## config.mk

```make
export PLATFORM = sky130hd
export DESIGN_NAME = fifo_word_accum_flat
export DESIGN_NICKNAME = d
export VERILOG_FILES = /design/src/rtl/fifo_word_accum_if.sv /design/src/rtl/fifo_word_accum.sv /design/src/flat_wrapper.sv
export SDC_FILE = /design/constraint.sdc
export NUM_CORES = 1
export LEC_CHECK = 0
export CAP_MARGIN = 15
export CORE_MARGIN = 3
export CORE_UTILIZATION = 58
export DETAILED_ROUTE_END_ITERATION = 16
export PLACE_DENSITY = 0.95
export SLEW_MARGIN = 20
export SYNTH_ARGS = -nofsm -noshare
export SYNTH_HDL_FRONTEND = slang
export SYNTH_SLANG_ARGS = --single-unit
```

## constraint.sdc

```tcl
create_clock -name clk_2 -period 6.45 [get_ports clk_2]
set_clock_uncertainty 0.15 [all_clocks]
set_input_delay 1.29 -clock clk_2 [delete_from_list [all_inputs] [get_ports clk_2]]
set_output_delay 1.29 -clock clk_2 [all_outputs]
set_load 0.005 [all_outputs]
```

## src/rtl/fifo_word_accum_if.sv

```systemverilog
// Byte-capture / word-output bundle between the FIFO read controller,
// the word accumulator and the downstream word consumer.
interface fifo_word_accum_if #(
    parameter int BYTES = 4
) ();
    localparam int SUM_W = 8 + $clog2(BYTES);

    logic                 rd;
    logic [7:0]           q;
    logic                 clear;
    logic                 done;
    logic                 out_ready;
    logic [8*BYTES-1:0]   word_out;
    logic [SUM_W-1:0]     sum_out;
    logic                 out_valid;
    logic [2:0]           byte_cnt;
    logic                 overrun;
    logic                 frame_err;

    // Driver side: controller plus downstream consumer.
    modport master (
        output rd, q, clear, done, out_ready,
        input  word_out, sum_out, out_valid, byte_cnt, overrun, frame_err
    );

    // Accumulator side.
    modport slave (
        input  rd, q, clear, done, out_ready,
        output word_out, sum_out, out_valid, byte_cnt, overrun, frame_err
    );
endinterface

```

## src/rtl/fifo_word_accum.sv

```systemverilog
// Packs FIFO read bytes into BYTES-wide words with a running byte sum,
// hands each word out through a one-entry valid/ready holding register.
module fifo_word_accum #(
    parameter int BYTES     = 4,
    parameter bit LSB_FIRST = 1'b1
) (
    input  logic             clk_2,
    input  logic             reset,
    fifo_word_accum_if.slave bus
);
    localparam int         SUM_W  = 8 + $clog2(BYTES);
    localparam int         WORD_W = 8 * BYTES;
    localparam logic [2:0] LAST   = 3'(BYTES - 1);

    typedef enum logic {S_EMPTY, S_FULL} out_state_e;

    out_state_e         state_q, state_d;
    logic               rd_p1_q, done_p1_q;
    logic [2:0]         cnt_q, cnt_d, cnt_base;
    logic [WORD_W-1:0]  part_q, part_d, part_base, part_ins;
    logic [SUM_W-1:0]   psum_q, psum_d, psum_base, psum_ins;
    logic [WORD_W-1:0]  word_q, word_d;
    logic [SUM_W-1:0]   sum_q, sum_d;
    logic               ovr_q, ovr_d;
    logic               ferr_q, ferr_d;
    logic               complete;

    function automatic logic [WORD_W-1:0] place_byte(input logic [WORD_W-1:0] w,
                                                     input logic [7:0]        b,
                                                     input logic [2:0]        idx);
        logic [WORD_W-1:0] r;
        logic [2:0]        slot;
        r    = w;
        slot = LSB_FIRST ? idx : (LAST - idx);
        for (int i = 0; i < BYTES; i++) begin
            if (slot == 3'(i)) r[i*8 +: 8] = b;
        end
        return r;
    endfunction

    // Stage p1: rd/done realigned with q; clear wins over the old partial
    // word so a byte arriving with clear lands as byte 0.
    always_comb begin
        cnt_base  = bus.clear ? '0 : cnt_q;
        part_base = bus.clear ? '0 : part_q;
        psum_base = bus.clear ? '0 : psum_q;
        part_ins  = place_byte(part_base, bus.q, cnt_base);
        psum_ins  = psum_base + {{(SUM_W-8){1'b0}}, bus.q};
        complete  = rd_p1_q && (cnt_base == LAST);

        cnt_d  = cnt_base;
        part_d = part_base;
        psum_d = psum_base;
        if (rd_p1_q) begin
            if (complete) begin
                cnt_d  = '0;
                part_d = '0;
                psum_d = '0;
            end else begin
                cnt_d  = cnt_base + 3'd1;
                part_d = part_ins;
                psum_d = psum_ins;
            end
        end

        // A misaligned done only flags; it never forces a short word out.
        ferr_d = ferr_q | (done_p1_q & (~rd_p1_q | (cnt_base != LAST)));
    end

    // Stage p2: holding register; a completion while FULL and stalled is dropped.
    always_comb begin
        state_d = state_q;
        word_d  = word_q;
        sum_d   = sum_q;
        ovr_d   = ovr_q;
        case (state_q)
            S_EMPTY: begin
                if (complete) begin
                    state_d = S_FULL;
                    word_d  = part_ins;
                    sum_d   = psum_ins;
                end
            end
            S_FULL: begin
                if (complete) begin
                    if (bus.out_ready) begin
                        word_d = part_ins;
                        sum_d  = psum_ins;
                    end else begin
                        ovr_d = 1'b1;
                    end
                end else if (bus.out_ready) begin
                    state_d = S_EMPTY;
                end
            end
        endcase
    end

    always_ff @(posedge clk_2 or posedge reset) begin
        if (reset) begin
            state_q   <= S_EMPTY;
            rd_p1_q   <= 1'b0;
            done_p1_q <= 1'b0;
            cnt_q     <= '0;
            part_q    <= '0;
            psum_q    <= '0;
            word_q    <= '0;
            sum_q     <= '0;
            ovr_q     <= 1'b0;
            ferr_q    <= 1'b0;
        end else begin
            state_q   <= state_d;
            rd_p1_q   <= bus.rd;
            done_p1_q <= bus.done;
            cnt_q     <= cnt_d;
            part_q    <= part_d;
            psum_q    <= psum_d;
            word_q    <= word_d;
            sum_q     <= sum_d;
            ovr_q     <= ovr_d;
            ferr_q    <= ferr_d;
        end
    end

    assign bus.word_out  = word_q;
    assign bus.sum_out   = sum_q;
    assign bus.out_valid = (state_q == S_FULL);
    assign bus.byte_cnt  = cnt_q;
    assign bus.overrun   = ovr_q;
    assign bus.frame_err = ferr_q;
endmodule

```

## src/flat_wrapper.sv

```systemverilog
// flat-port wrapper written by rule: the top's interface ports become plain ports
module fifo_word_accum_flat 
#(
    parameter int BYTES     = 4,
    parameter bit LSB_FIRST = 1'b1
)
  (clk_2, reset, bus_rd, bus_q, bus_clear, bus_done, bus_out_ready, bus_word_out, bus_sum_out, bus_out_valid, bus_byte_cnt, bus_overrun, bus_frame_err);
  fifo_word_accum_if #(.BYTES(BYTES)) bus_i ();
  input  logic clk_2;
  input  logic reset;
  input wire logic [$bits(bus_i.rd)-1:0] bus_rd;
  input wire logic [$bits(bus_i.q)-1:0] bus_q;
  input wire logic [$bits(bus_i.clear)-1:0] bus_clear;
  input wire logic [$bits(bus_i.done)-1:0] bus_done;
  input wire logic [$bits(bus_i.out_ready)-1:0] bus_out_ready;
  output wire logic [$bits(bus_i.word_out)-1:0] bus_word_out;
  output wire logic [$bits(bus_i.sum_out)-1:0] bus_sum_out;
  output wire logic [$bits(bus_i.out_valid)-1:0] bus_out_valid;
  output wire logic [$bits(bus_i.byte_cnt)-1:0] bus_byte_cnt;
  output wire logic [$bits(bus_i.overrun)-1:0] bus_overrun;
  output wire logic [$bits(bus_i.frame_err)-1:0] bus_frame_err;
  assign bus_i.rd = bus_rd;
  assign bus_i.q = bus_q;
  assign bus_i.clear = bus_clear;
  assign bus_i.done = bus_done;
  assign bus_i.out_ready = bus_out_ready;
  assign bus_word_out = bus_i.word_out;
  assign bus_sum_out = bus_i.sum_out;
  assign bus_out_valid = bus_i.out_valid;
  assign bus_byte_cnt = bus_i.byte_cnt;
  assign bus_overrun = bus_i.overrun;
  assign bus_frame_err = bus_i.frame_err;
  fifo_word_accum #(.BYTES(BYTES), .LSB_FIRST(LSB_FIRST)) u_core (.clk_2(clk_2), .reset(reset), .bus(bus_i));
endmodule
```

==> results of run 1 <==
metal layers:
metal,up-vias,global-route usage
met1,1498,0.3452
met3,19,0.04700
li1,1418,-
met2,134,0.3838
met5,-,0
met4,0,0.1137
critical path, stage by stage:
cell and delay, ns:
clkdlybuf4s50_1 0.94, nand2b_1 0.43, inv_1 0.13, ha_1 0.29
nand3_1 0.17, nor2b_1 0.76, mux2_2 0.42
flip-flops by register name (all words and copies together) (netlist names):
signal                count
u_core.part_q            24
u_core.bus.byte_cnt       3
u_core.bus.overrun        1
u_core.bus.word_out      32
u_core.done_p1_q          1
u_core.bus.frame_err      1
u_core.bus.out_valid      1
u_core.psum_q            10
u_core.bus.sum_out       10
u_core.rd_p1_q            1
path summary, 6_finish.rpt:
check                                                       from  depth (start not counted)                                   to
worst max-delay path                                   bus_clear                          7    u_core.bus.sum_out[6]$_DFFE_PP0P_
worst min-delay path                  u_core.done_p1_q$_DFF_PP0_                          1       u_core.bus.frame_err$_DFF_PP0_
worst max register to register  u_core.bus.byte_cnt[0]$_DFF_PP0_                          6    u_core.bus.sum_out[6]$_DFFE_PP0P_
worst min register to register        u_core.done_p1_q$_DFF_PP0_                          1       u_core.bus.frame_err$_DFF_PP0_
max in group asynchronous                                  reset                          3          u_core.part_q[12]$_DFF_PP0_
min in group asynchronous                                  reset                          3  u_core.bus.word_out[21]$_DFFE_PP0P_
report_power, final:
group	switching (mW)	internal, mW
logic	0.163	0.199
registers	0.0406	0.610
clock network	0.187	0.137
total	0.391	0.947
metrics by stage:
| step | cell area [um^2] | setup slack, ns | hold slack, ns | utilization |
|---|---|---|---|---|
| 2_1_floorplan | 4041 | 2.845 | 0.2755 | - |
| 3_3_place_gp | 4697 | 1.949 | 0.2888 | 0.7192 |
| 3_5_place_dp | 4697 | 1.805 | 0.2964 | 0.7192 |
| 4_1_cts | 4856 | 2.131 | 0.3133 | 0.7435 |
| 5_1_grt | 4860 | 1.865 | 0.3323 | 0.7441 |
| 6_report | 4860 | 2.073 | 0.3151 | 0.7441 |
cell usage in the layout (no fill, tap or decap), drive strengths merged, types with 6 or more instances in the layout:
cell type      instances
a22o                  25
nand2                 74
nor2b                 33
nand2b                 7
o21ai                 36
dfrtp                 84
ha                    12
nor2                   7
inv                    6
clkdlybuf4s50         61
clkbuf                11
mux2i                 24
cell families after synthesis:
kind of cell             after synthesis  synth area share
adder cells (fa/ha/maj)               13           0.04210
XOR/XNOR                               7           0.01517
multiplexers                          27           0.06780
AO/OA/AOI/OAI                         89            0.1564
AND/OR/NAND/NOR                      134            0.1724
flip-flops                            84            0.5201
buffers and inverters                 24           0.02601
layout make-up:
cell class,count,area (um^2),area share
sequential,84,2102,0.4325
multi-input combinational,270,1834,0.3774
timing repair buffer,64,636.9,0.1311
clock buffer,11,131.4,0.02703
tap,77,96.34,0.01982
inverter,8,31.28,0.006437
clock inverter,4,27.53,0.005664
==> results.py, run 1 <==
metrics = {
    "run_status": {
        "status": "completed",
    },
    "critical_path": {
        "crit_path_max_fanout": 27,
        "path_class": "in2reg",
        "cp.required_ns": 6.54,
        "arrival_ns": 4.47,
        "critPathLaunchType": "input port",
        "critPathCaptureType": "register",
        "reg2reg_slack_ns": 3.93,
    },
    "route": {
        "wl_met1_mm": 4.075,
        "wl_met2_mm": 4.307,
        "drt-total-wl_mm": 9.237,
        "routed-wl-met3_um": 636,
        "drcViolationCount": 0,
        "via_per_inst": 5.925,
        "wire_per_inst_um": 17.83,
        "antenna_left": 0,
        "first_pass_iters": 4,
        "first_iter_violations": 142,
        "num_vias": 3069,
        "routed.top_layer": "met4",
    },
    "finish": {
        "area_delta_synth_final_pct": 20.25,
        "drive_gt1_frac": 0.08163,
        "final_cells": 518,
        "layout.nets": 464,
        "num-fill-cells": 455,
        "antenna_cells": 0,
    },
    "floorplanning": {
        "core.rowCount": 29,
        "die-area_mm2": 0.008006,
        "die-height_um": 89.48,
        "die_w_um": 89.48,
        "io_pins": 62,
        "initial_utilization": 0.6188,
        "core_mm2": 0.006531,
    },
    "global_routing": {
        "track_usage": 0.2496,
        "grt_pass1_vias": 3043,
        "overflow": 0,
        "antenna_found_initial": 0,
        "grt_max_degree": 85,
        "grt_pass1_wl_mm": 15.04,
    },
    "power": {
        "power.leakage_nw": 2.321,
        "power_density_mw_per_mm2": 275.2,
        "ir_worst_vdd_v": 0.0001844,
        "total_power_mw": 1.337,
    },
    "synthesis": {
        "syn_nets": 405,
        "synth_seq_cells": 84,
        "synth_cells": 378,
        "synth-edff-count": 0,
        "yosys-top-cells-area": "dfrtp_1 (52%), nand2_1 (6.5%), mux2i_1 (5.9%)",
        "synth_top_cells_by_count": "dfrtp_1 (84), nand2_1 (70), o21ai_0 (34)",
        "avgSynthCellArea_um2": 10.69,
        "yosysTopAreaCellShare": 0.5201,
        "synthArstFlopShare": 1.000,
        "synth.yosys.seq_area_share": 0.5201,
        "syn_area_mm2": 0.004041,
        "synth_cell_types": 47,
        "synthFlopType": "dfrtp_1",
        "yosysTopAreaCell": "dfrtp_1",
        "ys.warnings.count": 0,
        "yosysMostFrequentCell": "dfrtp_1",
    },
    "timing": {
        "min_period_ns": 4.377,
        "finalCritPeriodShare": 0.6786,
        "max_freq_ghz": 0.2285,
        "grt_setup_unrepaired": "false",
        "slew_viol_final": 0,
        "slew_headroom": 0.3144,
        "timing.final.hold_violations": 0,
        "tightestPinTransition_ns": 1.025,
        "setup-tns-final_ns": 0,
        "setup_viol": 0,
    },
    "clocking": {
        "htreeDepth": 3,
        "numCtsBuffers": 9,
        "post_cts_buffers": 0,
        "cts_max_path_buffers": 2,
        "clk_pin_slew_ns": 0.07,
        "insertion_delay_ns": 0.36,
        "root_buffer": "clkbuf_8",
        "cts_tree": "done",
        "cts.sinks": 84,
        "cts_hold_buf": 0,
        "cts_resized": 0,
    },
    "place": {
        "gp_congestion": 0.9699,
        "detailed_place_hpwl_mm": 6.330,
        "portBuffers": 61,
        "place_inst": 503,
    },
    "run": {
        "cap_violations": 0,
    },
    "hold_path": {
        "hold_class": "reg2reg",
    },
}
Note: power is estimated with default switching activity, not from simulation.
==> inputs of run 2 (changes only) <==
--- a/config.mk
+++ b/config.mk
@@ -7,9 +7,9 @@
 export LEC_CHECK = 0
 export CAP_MARGIN = 15
 export CORE_MARGIN = 3
-export CORE_UTILIZATION = 58
+export CORE_UTILIZATION = 54
 export DETAILED_ROUTE_END_ITERATION = 16
-export PLACE_DENSITY = 0.95
+export PLACE_DENSITY = 0.91
 export SLEW_MARGIN = 20
 export SYNTH_ARGS = -nofsm -noshare
 export SYNTH_HDL_FRONTEND = slang
==> constraint.sdc (replaced) <==
create_clock -name clk_2 -period 4.35 [get_ports clk_2]
set_clock_uncertainty 0.15 [all_clocks]
set_input_delay 0.87 -clock clk_2 [delete_from_list [all_inputs] [get_ports clk_2]]
set_output_delay 0.87 -clock clk_2 [all_outputs]
set_load 0.005 [all_outputs]
==> results.py, run 2 (synthesis results as in run 1) <==
metrics = {
    "run_status": {
        "status": "completed",
    },
    "critical_path": {
        "path_class": "in2reg",
        "slowest_stage": "clkdlybuf4s50_1",
        "cp.buffers_inverters": 3,
        "cp_slowest_stage_delay_ns": 0.50,
        "crit_path_max_fanout": 22,
        "critPathLaunchType": "input port",
        "critPathTopFamily": "buffers and inverters",
        "arrival_ns": 3.23,
        "crit_chain": "clkdlybuf4s50_1, buf_4, nand2b_1, inv_1, ha_1, a211oi_1, o21ai_1, nor4b_4, nor3_1, o31ai_1",
        "cp.required_ns": 4.46,
        "critPathCaptureType": "register",
    },
    "global_routing": {
        "grt_pass1_vias": 3089,
        "track_usage": 0.2368,
        "overflow": 0,
        "antenna_found_initial": 0,
        "grt_pass1_wl_mm": 15.66,
        "grt_max_degree": 65,
    },
    "clocking": {
        "cts_resized": 0,
        "insertion_delay_ns": 0.36,
        "htreeDepth": 3,
        "numCtsBuffers": 9,
        "clk_pin_slew_ns": 0.08,
        "cts_tree": "done",
        "cts.sinks": 84,
        "cts_max_path_buffers": 2,
        "cts_hold_buf": 0,
        "post_cts_buffers": 0,
        "root_buffer": "clkbuf_8",
    },
    "place": {
        "detailed_place_hpwl_mm": 6.500,
        "portBuffers": 61,
        "gp_congestion": 0.8889,
    },
    "run": {
        "cap_violations": 0,
    },
    "timing": {
        "max_freq_ghz": 0.3202,
        "setup_viol": 0,
        "tightestPinTransition_ns": 0.7632,
        "setup-tns-final_ns": 0,
        "slew_headroom": 0.4912,
        "finalCritPeriodShare": 0.7179,
        "holdWs_ns": 0.3073,
        "timing.final.hold_violations": 0,
        "slew_viol_final": 0,
        "grt_setup_unrepaired": "false",
        "min_period_ns": 3.123,
    },
    "route": {
        "antenna_left": 0,
        "num_vias": 3083,
        "drcViolationCount": 0,
        "wire_per_inst_um": 17.34,
        "first_iter_violations": 208,
        "first_pass_iters": 4,
        "via_per_inst": 5.678,
        "drt-total-wl_mm": 9.414,
    },
    "power": {
        "ir_worst_vdd_v": 0.0002449,
        "p_sw_frac": 0.2868,
        "p_switching_uw": 598.0,
        "combPwrFrac": 0.258,
        "seqPwrFrac": 0.464,
        "pwr-share-clk": 0.277,
        "power_density_mw_per_mm2": 419.8,
        "p_int_mw": 1.487,
        "total_power_mw": 2.085,
        "power.leakage_nw": 2.376,
    },
    "finish": {
        "largest_reg_flops": 32,
        "post-route-util": 0.7075,
        "antenna_cells": 0,
        "drive_gt1_frac": 0.09843,
        "area_delta_synth_final_pct": 22.88,
        "layout_commonest_cell": "dfrtp_1",
        "layout.nets": 469,
        "mostFrequentLayoutCells": "dfrtp_1 (84), nand2_1 (70), clkdlybuf4s50_1 (61), o21ai_0 (34), nor2b_1 (32)",
    },
    "floorplanning": {
        "die-height_um": 92.51,
        "initial_utilization": 0.5758,
        "io_pins": 62,
        "core.rowCount": 30,
        "die_w_um": 92.51,
        "core_mm2": 0.007019,
        "die-area_mm2": 0.008558,
    },
    "hold_path": {
        "hold_class": "reg2reg",
    },
}
## run 2: cell count changes in the layout (fill, tap and decap cells not counted), moves of 2 or more
cell	before	now
clkinvlp_4	3	1
buf_4	2	8
inv_6	0	2
clkbuf_1	2	0
## run 2: metal layers
layer,share of wire,global-route usage,wire (um),vias up
li1,-,-,-,1436
met1,0.44,0.3165,4152,1526
met3,0.052,0.03574,493,17
met2,0.48,0.3801,4562,104
met5,0,0,0,-
met4,0.022,0.1114,206,0
## run 2: final cells by class
| type | count | area (um^2) |
|---|---|---|
| multi-input combinational | 270 | 1834 |
| tap | 96 | 120.1 |
| fill | 529 | 2053 |
| clock buffer | 10 | 137.6 |
| inverter | 8 | 32.53 |
| sequential | 84 | 2102 |
| clock inverter | 6 | 68.82 |
| timing repair buffer | 69 | 670.6 |
## run 2: final timing paths
check                                           startpoint                             endpoint  slack, ns  cells past startpoint
worst min-delay path            u_core.done_p1_q$_DFF_PP0_       u_core.bus.frame_err$_DFF_PP0_       0.31                      1
min in group asynchronous                            reset  u_core.bus.word_out[22]$_DFFE_PP0P_       0.84                      2
max in group asynchronous                            reset           u_core.part_q[3]$_DFF_PP0_       2.41                      3
worst max-delay path                             bus_clear    u_core.bus.sum_out[9]$_DFFE_PP0P_       1.23                     10
worst max register to register  u_core.psum_q[0]$_DFF_PP0_    u_core.bus.sum_out[6]$_DFFE_PP0P_       1.93                      9
worst min register to register  u_core.done_p1_q$_DFF_PP0_       u_core.bus.frame_err$_DFF_PP0_       0.31                      1
## run 2: metrics by stage
step,instances,setup slack [ns],area (um^2)
6_report,543,1.227,4966
5_1_grt,543,1.053,4966
4_1_cts,543,1.246,4965
3_5_place_dp,527,0.8934,4758
3_3_place_gp,527,0.9181,4758
2_1_floorplan,378,1.165,4041
## run 2: power by group through the flow
stage                     registers [mW]  logic [mW]  clock network, mW
final                              0.968       0.538              0.578
after global routing               0.984       0.591              0.618
after CTS                          0.968       0.544              0.583
after detailed placement           0.982       0.538                  0
after global placement             0.980       0.522                  0
after floorplan                    0.977       0.261                  0
